===== src/rtl/uart_tx_buffered.sv =====
// Buffered UART transmitter: byte FIFO feeding an 8N1 serializer.
// Define UART_TX_PARITY_EN to build 8E1 frames with an even-parity bit.
module uart_tx_buffered #(
  parameter int CLK_HZ = 50_000_000,
  parameter int BAUD   = 115_200,
  parameter int DEPTH  = 16
) (
  input  logic                     clk_50mhz,
  input  logic                     rst,
  input  logic                     in_valid,
  input  logic [7:0]               in_data,
  output logic                     in_ready,
  output logic                     tx,
  output logic                     busy,
  output logic                     tx_done,
  output logic [$clog2(DEPTH):0]   fifo_count
);

  localparam int BIT_CYC = CLK_HZ / BAUD;
  localparam int CW = (BIT_CYC > 1) ? $clog2(BIT_CYC) : 1;
  localparam int AW = $clog2(DEPTH);
  localparam logic [CW-1:0] LAST = CW'(BIT_CYC - 1);
  localparam logic [AW:0] FULL = (AW+1)'(DEPTH);

  localparam logic [2:0] IDLE   = 3'd0;
  localparam logic [2:0] START  = 3'd1;
  localparam logic [2:0] DATA   = 3'd2;
`ifdef UART_TX_PARITY_EN
  localparam logic [2:0] PARITY = 3'd3;
`endif
  localparam logic [2:0] STOP   = 3'd4;

  logic [7:0]    mem [DEPTH];
  logic [AW-1:0] wr_ptr;
  logic [AW-1:0] rd_ptr;
  logic [2:0]    state;
  logic [CW-1:0] cnt;
  logic [2:0]    idx;
  logic [7:0]    shift;
`ifdef UART_TX_PARITY_EN
  logic          par_bit;
`endif

  logic push;
  logic pop;
  logic have;
  logic bit_end;

  assign have     = fifo_count != '0;
  assign bit_end  = cnt == LAST;
  assign in_ready = fifo_count != FULL;
  assign push     = in_valid && in_ready;
  // Pop decision uses the pre-edge count, so a push into an
  // empty FIFO is popped one edge later.
  assign pop      = have &&
                    (state == IDLE || (state == STOP && bit_end));
  assign busy     = (state != IDLE) || have;
  assign tx_done  = (state == STOP) && bit_end;

  always_ff @(posedge clk_50mhz) begin
    if (!rst && push) begin
      mem[wr_ptr] <= in_data;
    end
  end

  always_ff @(posedge clk_50mhz) begin
    if (rst) begin
      wr_ptr     <= '0;
      rd_ptr     <= '0;
      fifo_count <= '0;
    end else begin
      if (push) wr_ptr <= wr_ptr + 1'b1;
      if (pop)  rd_ptr <= rd_ptr + 1'b1;
      if (push && !pop) begin
        fifo_count <= fifo_count + 1'b1;
      end else if (pop && !push) begin
        fifo_count <= fifo_count - 1'b1;
      end
    end
  end

  always_ff @(posedge clk_50mhz) begin
    if (rst) begin
      state   <= IDLE;
      cnt     <= '0;
      idx     <= '0;
      shift   <= '0;
      tx      <= 1'b1;
`ifdef UART_TX_PARITY_EN
      par_bit <= 1'b0;
`endif
    end else begin
      cnt <= (state == IDLE || bit_end) ? '0 : cnt + 1'b1;
      case (state)
        IDLE: ;
        START: begin
          if (bit_end) begin
            state <= DATA;
            idx   <= '0;
            tx    <= shift[0];
          end
        end
        DATA: begin
          if (bit_end) begin
            shift <= shift >> 1;
            idx   <= idx + 1'b1;
            if (idx == 3'd7) begin
`ifdef UART_TX_PARITY_EN
              state <= PARITY;
              tx    <= par_bit;
`else
              state <= STOP;
              tx    <= 1'b1;
`endif
            end else begin
              tx <= shift[1];
            end
          end
        end
`ifdef UART_TX_PARITY_EN
        PARITY: begin
          if (bit_end) begin
            state <= STOP;
            tx    <= 1'b1;
          end
        end
`endif
        STOP: begin
          if (bit_end) begin
            state <= IDLE;
            tx    <= 1'b1;
          end
        end
        default: begin
          state <= IDLE;
          tx    <= 1'b1;
        end
      endcase
      // A pop overrides the STOP->IDLE return: next start bit follows directly.
      if (pop) begin
        state   <= START;
        tx      <= 1'b0;
        shift   <= mem[rd_ptr];
`ifdef UART_TX_PARITY_EN
        par_bit <= ^mem[rd_ptr];
`endif
      end
    end
  end

endmodule

===== config.mk =====
export PLATFORM = sky130hd
export DESIGN_NAME = uart_tx_buffered
export DESIGN_NICKNAME = d
export VERILOG_FILES = /design/src/rtl/uart_tx_buffered.sv
export SDC_FILE = /design/constraint.sdc
export NUM_CORES = 1
export LEC_CHECK = 0
export CAP_MARGIN = 20
export CORE_MARGIN = 4
export CORE_UTILIZATION = 55
export CTS_CLUSTER_DIAMETER = 150
export DETAILED_ROUTE_END_ITERATION = 12
export GPL_TIMING_DRIVEN = 0
export HOLD_SLACK_MARGIN = 0.02
export PLACE_DENSITY = 0.7
export REMOVE_ABC_BUFFERS = 1
export SETUP_SLACK_MARGIN = 0.05
export SKIP_LAST_GASP = 1
export SYNTH_ARGS = -nofsm -noshare
export SYNTH_HDL_FRONTEND = slang
export SYNTH_SLANG_ARGS = --single-unit

===== constraint.sdc =====
create_clock -name clk_50mhz -period 7.7 [get_ports clk_50mhz]
set_clock_uncertainty 0.05 [all_clocks]
set_input_delay 1.54 -clock clk_50mhz [delete_from_list [all_inputs] [get_ports clk_50mhz]]
set_output_delay 1.54 -clock clk_50mhz [all_outputs]
set_load 0.05 [all_outputs]

==> results_dict.tcl, run 1 <==
set metrics [dict create \
    status "finished, final reports clean" \
    ant_nets 0 \
    vdd_drop_max_uv 313 \
    cpMostUsedCell "ha_1" \
    rsz0062_at_grt "false" \
    cts.sinks 169 \
    clkSlewWorstSetupHoldPaths_ps 60 \
    via_per_inst 5.74 \
    ctsHoldBuffers 0 \
    rr_startpoint "cnt[0]" \
    start_util 0.563 \
    fin_nets 509 \
    cts_tree "yes" \
    cp-end-kind "flop" \
    leakage_nw 2.59 \
    critical_path_class "in -> reg" \
    worstSetupStartpointType "input port" \
    power.density_mw_per_mm2 326 \
    syn-cell-area_mm2 0.00710 \
    r2r_end "fifo_count[4]" \
    die-area_mm2 0.0148 \
    drc_errors 0 \
    ios 20 \
    rows 41 \
    crit_family "compound AO/OA/AOI/OAI gates" \
    multiInputGateArea_mm2 0.00224 \
    worstPathRequired_ps 7960 \
    routed-via-count 3831 \
    die_h_um 122 \
    cts_max_level 4 \
    dp_hpwl_um 8280 \
    min_to "cnt[0]" \
    postLayoutSetupSlackWorst_ps 3570 \
    synth_edf_count 128 \
    ys_ff_latch 169 \
    netlist.area_leader.share 0.541 \
    stdcell_area_mm2 0.00802 \
    grt_pass1_wl_um 20700 \
    preCtsSetupSlack_ps 3190 \
    maxCapViolCount 0 \
    relSlewSlack 0.322 \
    synth_flop_cell "edfxtp_1" \
    regArea_mm2 0.00467 \
    fillers 952 \
    die_w_um 122 \
    yosysTopAreaCell "edfxtp_1" \
    hold_violations 0 \
    report.power.total_mw 2.62 \
    grt_start_max_net_pins 33 \
    diodes 0 \
    grt_remaining_overflow 0 \
    synthDistinctLibCells 54 \
    clock.fmax_mhz 242 \
    synthTopCellsByCount "128 x edfxtp_1, 60 x nor2_1, 41 x dfxtp_1" \
    path_cells "clkdlybuf4s50_1 -> a21boi_2 -> ha_1 -> inv_1 -> ha_1 -> nor2b_1 -> o21a_1 -> or3_1 -> a21oi_1 -> mux2_2" \
    drive_gt1_frac 0.177 \
    grt_usage 0.193 \
    drt_first_pass_iters 5 \
    gp_congestion 0.819 \
    synth_seq_area_share 0.657 \
    clockBufferDepth 2 \
    drv_slew 0 \
    setup_viol 0 \
    port_buffers 19 \
    synth_cells 465 \
    fin_hold_ws_ps 436 \
    async_flop_share 0 \
    synth.most_common_cell "edfxtp_1" \
    drt_iter0_markers 267 \
    period_share 0.537 \
    hold_class "reg -> reg" \
    synth_area_leaders "edfxtp_1 54%, dfxtp_1 12%, mux4_2 10%, nor2_1 3.2%, ha_1 2.5%" \
    areaGrowthSynthToFinish_pct 12.9 \
    reg2regPathDepth 13 \
    clkLatencyLatePin_ps 420 \
    avgRoutedWirePerCell_um 19.6 \
    arrival_ps 4390 \
    cts_setup_buffers 0 \
    avgSynthCellArea_um2 15.3 \
    worst-path-buf-inv 2 \
    path_max_fanout 9 \
    antenna_found_initial 0 \
    crit_path_max_incr_delay_ps 510 \
    fp.coreArea_mm2 0.0126 \
    rrSetupSlack_ps 3990 \
    numCtsBuffers 17 \
    post_cts_resized 0 \
    first_global_vias 3837 \
    hold_start "cnt[0]" \
    clockRootBuffer "clkbuf_16" \
    tightest_slew_ps 1010 \
    yosysWarnings 0 \
    min_path_cells 1 \
    critical_path.slowest_cell "a21boi_2" \
    finalCriticalPeriod_ps 4130 \
    wirelength_um 13100 \
    place_area_mm2 0.00743 \
    setup_tns_ps 0 \
]
[flip-flops by register name, summed over array words and instances, names as in the netlist, named ones only]
name        flops
tx              1
state           3
shift           8
rd_ptr          4
cnt             9
mem           128
wr_ptr          4
fifo_count      5
idx             3
[worst register-to-register path, stage by stage, from the launching register on]
cell and delay, ps:
dfxtp_1 390, ha_1 200, nand4b_1 200, o21ai_2 320, and2_1 450, clkinv_8 160
ha_1 290, inv_1 140, ha_1 260, nor2b_1 140, o21a_1 170, or3_1 310
a21oi_1 170, mux2_2 340
[placed cells by master (no fill, tap or decap), drive strengths merged, types with 14 or more instances in the layout]
cell           Yosys  final
nor2              60     60
nand2             21     21
clkdlybuf4s50      0     19
mux4              32     32
dfxtp             41     41
a21oi             14     14
nor2b             15     15
edfxtp           128    128
clkbuf             9     18
ha                14     14
inv               13     19
[per-stage QoR]
step | cells | utilization
4_1_cts | 668 | 0.635
3_3_place_gp | 634 | 0.585
6_report | 668 | 0.635
5_1_grt | 668 | 0.635
3_5_place_dp | 636 | 0.589
2_1_floorplan | 443 | -
[layout make-up]
type                    count  share of cell area
flip-flops and latches    169               0.582
multi-input cells         260               0.280
clock buffers              18              0.0535
repair buffers             21              0.0296
well taps                 172              0.0268
clock inverters            14              0.0201
inverters                  14             0.00811
[power breakdown]
group          internal [mW]  switching, mW  leakage, nW
Sequential              1.04         0.0995         1.49
Clock                  0.486          0.361        0.289
Combinational          0.303          0.327        0.808
Total                   1.83          0.788         2.59
[per-layer routing]
| metal | wire (um) | vias up | GRT usage |
|---|---|---|---|
| li1 | - | 1812 | - |
| met1 | 5710 | 1906 | 0.249 |
| met2 | 6600 | 100 | 0.314 |
| met3 | 627 | 13 | 0.0622 |
| met4 | 180 | 0 | 0.0588 |
| met5 | 0 | - | 0 |
[worst max path at each step]
| stage | to | cells after the start | startpoint | slack (ps) |
|---|---|---|---|---|
| global route | fifo_count[4] | 10 | in_valid | 3420 |
| detailed placement | fifo_count[4] | 10 | in_valid | 3190 |
| floorplan | fifo_count[4] | 9 | in_valid | 4000 |
| global placement | fifo_count[4] | 10 | in_valid | 3250 |
| finish | fifo_count[4] | 10 | in_valid | 3570 |
| CTS | tx_done | 5 | cnt[0] | 3610 |
[kinds of logic (layout without fill, tap and decap cells)]
kind of cell,after synthesis,in the layout,synth area share
flip-flops,169,169,0.657
AND/OR/NAND/NOR,139,139,0.100
XOR/XNOR,17,17,0.0210
multiplexers,37,37,0.109
AO/OA/AOI/OAI,52,52,0.0580
adder cells (fa/ha/maj),15,15,0.0275
buffers and inverters,36,67,0.0271
Note: power is estimated with default switching activity, not from simulation.
==> run 2: changes to the inputs <==
- PLACE_DENSITY: 0.7 -> 0.73
- clock period: 7.7 -> 3.59 ns (I/O delays scaled with it)
==> results_dict.tcl, run 2 (synthesis gave the netlist of run 1 again) <==
set metrics [dict create \
    numCtsBuffers 17 \
    first_global_vias 3777 \
    preCtsSetupSlack_ps -48.0 \
    clockRootBuffer "clkbuf_16" \
    setup_viol 0 \
    min_path_cells 2 \
    hold_class "reg -> reg" \
    drt_first_pass_iters 4 \
    grt_start_max_net_pins 33 \
    fin_hold_ws_ps 431 \
    largest_reg_flops 128 \
    rr_startpoint "cnt[0]" \
    utilization 0.635 \
    ios 20 \
    grt_remaining_overflow 0 \
    rsz0062_at_grt "false" \
    layout_commonest_cell "edfxtp_1" \
    min_to "idx[1]" \
    cts_tree "yes" \
    rows 41 \
    cts.sinks 169 \
    crit_family "simple AND/OR/NAND/NOR gates" \
    path_cells "ha_1 -> nand4b_1 -> o21ai_4 -> and2_4 -> clkinv_8 -> ha_1 -> inv_1 -> ha_1 -> nor2b_1 -> o21a_1 -> or3_1 -> a21oi_1 -> mux2_2" \
    avgRoutedWirePerCell_um 19.8 \
    diodes 0 \
    dp_hpwl_um 8550 \
    fillers 933 \
    path_max_fanout 10 \
    grt_pass1_wl_um 20900 \
    drive_gt1_frac 0.175 \
    power.density_mw_per_mm2 685 \
    top_register "mem" \
    critical_path_class "reg -> reg" \
    reg_top3 "mem: 128 flops, cnt: 9 flops, shift: 8 flops" \
    grt_usage 0.192 \
    gp_congestion 0.809 \
    arrival_ps 3590 \
    leakage_nw 2.58 \
    drt_iter0_markers 343 \
    worst-path-buf-inv 2 \
    antenna_found_initial 0 \
    vdd_drop_max_uv 418 \
    period_share 0.927 \
    drc_errors 0 \
    via_per_inst 5.77 \
    areaGrowthSynthToFinish_pct 12.8 \
    crit_path_max_incr_delay_ps 390 \
    fin_nets 511 \
    cp-end-kind "flop" \
    wirelength_um 13200 \
    postLayoutSetupSlackWorst_ps 262 \
    reg2regPathDepth 13 \
    finalCriticalPeriod_ps 3330 \
    clkLatencyLatePin_ps 420 \
    drv_slew 0 \
    clock.fmax_mhz 300 \
    hold_start "idx[1]" \
    start_util 0.563 \
    r2r_end "fifo_count[4]" \
    ant_nets 0 \
    relSlewSlack 0.426 \
    fp.coreArea_mm2 0.0126 \
    maxCapViolCount 0 \
    worstSetupStartpointType "flop" \
    clkSlewWorstSetupHoldPaths_ps 60 \
    critical_path.slowest_cell "dfxtp_1" \
    cts_max_level 4 \
    tightest_slew_ps 861 \
    routed-via-count 3859 \
    clockBufferDepth 2 \
    die_w_um 122 \
    worstPathRequired_ps 3850 \
    rrSetupSlack_ps 260 \
    final_cell_mix "128 x edfxtp_1, 60 x nor2_1, 39 x dfxtp_1, 32 x mux4_2, 21 x nand2_1" \
    port_buffers 19 \
    die-area_mm2 0.0148 \
    hold_violations 0 \
    die_h_um 122 \
    cpMostUsedCell "ha_1" \
    status "finished, final reports clean" \
]
[run 2: worst max path at each step]
stage,startpoint,end,slack [ps],cells after the start
final,cnt[0],fifo_count[4],260,13
after detailed placement,in_valid,fifo_count[4],-50,10
after floorplan,fifo_count[4],fifo_count[4],190,12
after CTS,cnt[0],fifo_count[4],140,13
after global placement,flop,shift[1],-50,4
after global routing,cnt[0],fifo_count[4],50,13
[run 2: worst min-delay path, stage by stage, from the launching register on]
cell and delay, ps:
dfxtp_1 320, nand2_1 60, a21oi_1 50
[run 2: power breakdown]
part | switching [mW] | leakage, nW | internal [mW]
combinational | 0.732 | 0.829 | 0.672
clock | 0.707 | 0.258 | 0.949
sequential | 0.197 | 1.49 | 2.23
[run 2: final cells by class]
cell class	instances	area (um2)	share of cell area
Sequential cell	169	4670	0.583
Timing Repair Buffer	23	273	0.0341
Multi-Input combinational cell	260	2250	0.281
Tap cell	172	215	0.0269
Clock buffer	20	437	0.0545
Clock inverter	11	98.8	0.0123
Inverter	14	65.1	0.00812
[run 2: layer usage]
layer	vias to the layer above	global-route usage	routed length (um)
met5	-	0	0
met4	0	0.0539	118
met1	1944	0.269	5750
li1	1814	-	-
met2	91	0.306	6700
met3	10	0.0460	660
[run 2: stage by stage]
step	power [mW]	TNS [ps]	instances	instance area, um2
floorplan	3.46	0	443	6970
global placement	3.80	-97.1	634	7380
detailed placement	3.85	-48.0	636	7430
CTS	5.50	0	667	7970
global route	5.76	0	669	8010
finish	5.48	0	669	8010
[run 2: timing repair]
action	CTS	global route
setup buffers	0	1
hold buffers	0	0
gates resized for setup	1	2
pin swaps	0	1
hold endpoints to repair	0	0
setup endpoints to repair	1	1
cloned	0	0
==> RTL edit 1, RTL diff (flow settings as in run 2) <==
The option `UART_TX_PARITY_EN` is turned on by a define.
--- a/src/rtl/uart_tx_buffered.sv
+++ b/src/rtl/uart_tx_buffered.sv
@@ -1,5 +1,7 @@
 // Buffered UART transmitter: byte FIFO feeding an 8N1 serializer.
 // Define UART_TX_PARITY_EN to build 8E1 frames with an even-parity bit.
+`define UART_TX_PARITY_EN
+
 module uart_tx_buffered #(
   parameter int CLK_HZ = 50_000_000,
   parameter int BAUD   = 115_200,
Formal check against the unedited RTL: no difference found for any inputs over 10 cycles, from zero or initial values and one cycle with rst high; that may be too few to reach the edited logic, so the function may still have changed.
==> RTL edit 1 against run 2 <==
  * Synthesized area decreased by 1.8%
  * Maximum frequency decreased by 4.7%
  * Sequential cell count increased by 1
  * Total power decreased by 1.3%
  * Critical path type is now flop to output port
  * Clock power increased by 9%
  * Setup slack got worse by 0.16 ns
  * Design area decreased by 1.5%
  * Highest routed layer is now met5
  * Wire length decreased by 4.2%
==> RTL edit 1: results (changes against run 2) <==
clock-sinks: 170  # +0.59%
multi_input_comb_cells: 250  # -3.8%
synth_fa_ha_area_share_pct: 2.799  # +0.050 points
muxShareOfSynthArea_pct: 12.18  # +1.3 points
crit_path_top_delay_cell: "clkdlybuf4s50_1"
gp_congestion: 0.7848  # -3.0%
fin_nets: 496  # -2.9%
fmax_mhz: 286.4  # -4.7%
seqCellArea_sq_um: 4687  # +0.43%
gr-usage-met3_pct: 5.659  # +1.1 points
final-nonclk-buf-share_pct: 3.107  # -0.30 points
synth_seq_area_share_pct: 67.18  # +1.5 points
gr-usage-all-layers_pct: 19.07  # -0.15 points
antenna_found_initial: 1  # +1
fillers: 886  # -5.0%
synthTopCellsByCount: "edfxtp_1, nor2_1, dfxtp_1, nand2_1, mux4_2"
dr_wl_met3_microns: 737  # +12%
synth-compound-area-share_pct: 4.665  # -1.1 points
irDropWorstVdd_uv: 607.5  # +45%
vias: 3758  # -2.6%
slowest_delay_ns: 0.80  # +0.41 ns
tightest_slew_ns: 0.9804  # +0.1196 ns
crit_arrival_ns: 2.72  # -0.87 ns
p_int_uw: 3846  # about the same
clk_share_pct: 7.435  # +0.75 points
wl_per_cell_microns: 19.48  # -1.5%
inv_count: 8  # -6
r2r_start: "fifo_count[0]"
n_clock_buffer: 18  # -10%
yosys.cell_types.count: 41  # -24%
hold_path_startpoint: "cnt[0]"
reg2reg_setup_slack_ns: 0.24  # -0.02 ns
status: "completed"
dr_wl_met2_microns: 6361  # -5.1%
synth_area_leaders: "edfxtp_1, dfxtp_1, mux4_2, mux4_1, nor2_1"
whs_path_depth: 1  # -1
dp_hpwl_microns: 7799  # -8.7%
grt_pass1_wl_microns: 20440  # -2.3%
grt_pass1_vias: 3756  # -0.56%
firstDrtPassIters: 5  # +1
highest_layer: "met5"
## RTL edit 1: cell count changes after synthesis, sizes merged, moves of 4 or more
cell / run 2 / this run
mux2i: 2 / 8
nor4: 11 / 2
a22oi: 0 / 18
a2111oi: 7 / 1
nand3: 10 / 4
nand2: 21 / 33
nor3: 4 / 8
o21ai: 10 / 3
a21oi: 14 / 10
nor2b: 15 / 4
o211ai: 4 / 0
xnor2: 7 / 14
inv: 13 / 8
## RTL edit 1: worst max path at each step
stage | endpoint | slack, ns
detailed placement | mem[15][5] | -0.08
floorplan | fifo_count[4] | 0.41
CTS | tx_done | 0.08
global route | tx_done | -0.08
finish | tx_done | 0.1
global placement | mem[3][1] | -0.37
## RTL edit 1: critical path, delay by kind of cell (launching register included)
kind,cells,cell delay [ns]
adders and majority gates,1,0.16
buffers and inverters,1,0.80
DFF,1,0.37
and+or+nand+nor,3,0.98
## RTL edit 1: power by group through the flow
stage	Sequential, uW	Clock (uW)	Combinational (uW)
after floorplan	2470	0	839
after global routing	2370	1930	1380
after CTS	2350	1840	1260
after detailed placement	2390	0	1250
after global placement	2440	0	1160
final	2350	1810	1260
## RTL edit 1: repair_timing
item                       CTS  global route
setup endpoints to repair    0             3
resized for setup            0             2
hold buffers                 0             0
## RTL edit 1: through the flow
stage | cell area (sq um) | setup WS (ns) | cells | hold slack, ns
finish | 7893 | 0.09785 | 651 | 0.4127
global route | 7893 | -0.08371 | 651 | 0.4580
CTS | 7864 | 0.07693 | 650 | 0.4157
detailed placement | 7277 | -0.07694 | 618 | 0.4010
global placement | 7234 | -0.3672 | 615 | 0.3906
floorplan | 6834 | 0.4071 | 428 | 0.3795
==> RTL edit 2, RTL diff (flow settings as in run 2) <==
Without the edit above. Put one more register stage on the output `fifo_count`, with the module's reset. The value now appears one clock later. The other outputs are not delayed to match.
--- a/src/rtl/uart_tx_buffered.sv
+++ b/src/rtl/uart_tx_buffered.sv
@@ -30,6 +30,8 @@
 `endif
   localparam logic [2:0] STOP   = 3'd4;
 
+  logic [$clog2(DEPTH):0] fifo_count_s0;
+
   logic [7:0]    mem [DEPTH];
   logic [AW-1:0] wr_ptr;
   logic [AW-1:0] rd_ptr;
@@ -46,9 +48,9 @@
   logic have;
   logic bit_end;
 
-  assign have     = fifo_count != '0;
+  assign have     = fifo_count_s0 != '0;
   assign bit_end  = cnt == LAST;
-  assign in_ready = fifo_count != FULL;
+  assign in_ready = fifo_count_s0 != FULL;
   assign push     = in_valid && in_ready;
   // Pop decision uses the pre-edge count, so a push into an
   // empty FIFO is popped one edge later.
@@ -67,14 +69,14 @@
     if (rst) begin
       wr_ptr     <= '0;
       rd_ptr     <= '0;
-      fifo_count <= '0;
+      fifo_count_s0 <= '0;
     end else begin
       if (push) wr_ptr <= wr_ptr + 1'b1;
       if (pop)  rd_ptr <= rd_ptr + 1'b1;
       if (push && !pop) begin
-        fifo_count <= fifo_count + 1'b1;
+        fifo_count_s0 <= fifo_count_s0 + 1'b1;
       end else if (pop && !push) begin
-        fifo_count <= fifo_count - 1'b1;
+        fifo_count_s0 <= fifo_count_s0 - 1'b1;
       end
     end
   end
@@ -148,4 +150,12 @@
     end
   end
 
+  always_ff @(posedge clk_50mhz) begin
+    if (rst) begin
+      fifo_count <= '0;
+    end else begin
+      fifo_count <= fifo_count_s0;
+    end
+  end
+
 endmodule
Function: changed (Yosys sat finds a counterexample within 4 cycles, from zero or initial values and one cycle with rst high).
==> RTL edit 2 against run 2 <==
  * Setup slack better by 0.077 ns
  * Sequential cell count up 5
  * Synthesized area up 1.4%
  * Wire length up 0.85%
  * Die area up 1.3%
  * Total power down 4.9%
  * Hold slack worse by 0.0039 ns
  * Design area up 0.55%
  * First-iteration DRC count down 5.0%
  * Via count up 4.2%
  * Combinational power down 23%
  * Global-route usage up 0.42 points
  * Highest routed layer unchanged
==> RTL edit 2: results (changes against run 2) <==
fin_nets: 531  # +3.9%
grt_pass1_vias: 3965  # +5.0%
crit_arrival_ns: 3.51  # -0.08 ns
dp_slack_ns: -0.08375  # -0.03579 ns
clk_path_buf_depth: 2  # unchanged
grt_pass1_wl_microns: 21490  # +2.7%
synth_area_leaders: "edfxtp_1, dfxtp_1, mux4_2, mux2i_1, nor2_1"
synth_seq_area_share_pct: 66.18  # +0.49 points
drt-initial-drc-count: 326  # -5.0%
place_area_sq_um: 7496  # +0.91%
dpl.cell_count: 657  # +3.3%
yosysWarnings: 0  # unchanged
yosys.cell_types.count: 54  # unchanged
wl_per_cell_microns: 19.34  # -2.2%
status: "completed"
root_buffer: "clkbuf_16"
synth_edf_count: 128  # unchanged
htreeDepth: 4  # unchanged
power.leakage_uw: 0.002578  # about the same
async_flop_share_pct: 0  # unchanged
synth.most_common_cell: "edfxtp_1"
worst-path-max-fanout: 9  # -1
largest_registers: "mem (128), cnt (9), shift (8)"
hp-class: "flop to flop"
gr-usage-all-layers_pct: 19.64  # +0.42 points
insertion_delay_ns: 0.43
antenna_cells: 0  # unchanged
drive_above_1_share_pct: 14.29  # -3.2 points
firstDrtPassIters: 5  # +1
syn-instance-count: 490  # +5.4%
dp_hpwl_microns: 8629  # +0.98%
io_buffers: 19  # unchanged
maxSlewHeadroom_pct: 36.81  # -5.8 points
irDropWorstVdd_uv: 376.9  # -9.9%
grt_max_degree: 40  # +21%
clkTransAtPathRegs_ns: 0.06  # about the same
antenna_found_initial: 0  # unchanged
routed_wl_microns: 13350  # +0.85%
numCtsBuffers: 17  # unchanged
gp_congestion: 0.8407  # +3.9%
synthTopCellsByCount: "edfxtp_1, nor2_1, dfxtp_1, nand2_1, mux2i_1"
vias_per_cell: 5.830  # +1.1%
-- RTL edit 2: changes by cell type after synthesis, sizes merged, moves of 4 or more --
cell     delta
mux4       -14
o21ai       -5
mux2i      +27
a311oi     +14
buf         +4
nand2       +9
o22ai      +14
a211oi      +4
nor4        -8
a2111oi     -7
nor2        -4
dfxtp       +5
-- RTL edit 2: layout make-up --
cell class	instances	area (sq um)
Fill cell	975	4669
Timing Repair Buffer	21	215.2
Sequential cell	174	4767
Clock buffer	20	456.7
Tap cell	172	215.2
Inverter	10	37.54
Multi-Input combinational cell	281	2275
Clock inverter	12	86.33
-- RTL edit 2: final timing paths --
| path | from | endpoint | slack [ns] | cells past startpoint |
|---|---|---|---|---|
| worst max-delay path | in_valid | fifo_count_s0[4] | 0.34 | 10 |
| worst min-delay path | idx[2] | idx[2] | 0.43 | 2 |
| worst max register to register | cnt[0] | fifo_count_s0[4] | 0.38 | 13 |
| worst min register to register | idx[2] | idx[2] | 0.43 | 2 |
-- RTL edit 2: through the flow --
stage / util, % / TNS, ns
floorplan: - / 0
global placement: 58.78 / -15.68
detailed placement: 58.92 / -0.08375
CTS: 63.25 / 0
global route: 63.30 / 0
finish: 63.30 / 0
-- RTL edit 2: timing repair --
action	4_1_cts	5_1_grt
endpoints found under the setup margin	1	2
gates resized for setup	0	2
pin swaps	1	0
cloned	0	0
buffers inserted	1	0
-- RTL edit 2: logic make-up (layout without fill, tap and decap cells) --
family	after synthesis	in the layout	share of synthesized area, %
xor gates and xnor gates	16	16	1.947
AOI/OAI and AO/OA	66	66	7.143
and+or+nand+nor	136	136	9.924
buffers and inverters	35	63	2.277
adders and majority gates	15	15	2.711
DFF	174	174	66.18
muxes	48	48	9.819
-- RTL edit 2: layer usage --
| layer | routed length (microns) | part of all wire (%) | vias up | track usage (%) |
|---|---|---|---|---|
| met1 | 5836 | 44 | 2019 | 26.26 |
| met4 | 189 | 1.4 | 0 | 7.068 |
| met2 | 6729 | 50 | 93 | 31.47 |
| met3 | 591 | 4.4 | 15 | 4.977 |
| li1 | - | - | 1896 | - |
| met5 | 0 | 0 | - | 0 |
-- RTL edit 2: worst max-delay path, cell delays in order --
cell and delay (ns):
clkdlybuf4s50_1 0.45, a21boi_2 0.47, ha_1 0.32, inv_1 0.11, ha_1 0.29, nor2b_1 0.14
o21a_1 0.17, or3_1 0.30, a21oi_1 0.18, mux2_2 0.35
-- RTL edit 2: where the power goes --
group / internal, uW / switching [uW]
Clock: 922 / 752
Sequential: 2290 / 170
Combinational: 477 / 606
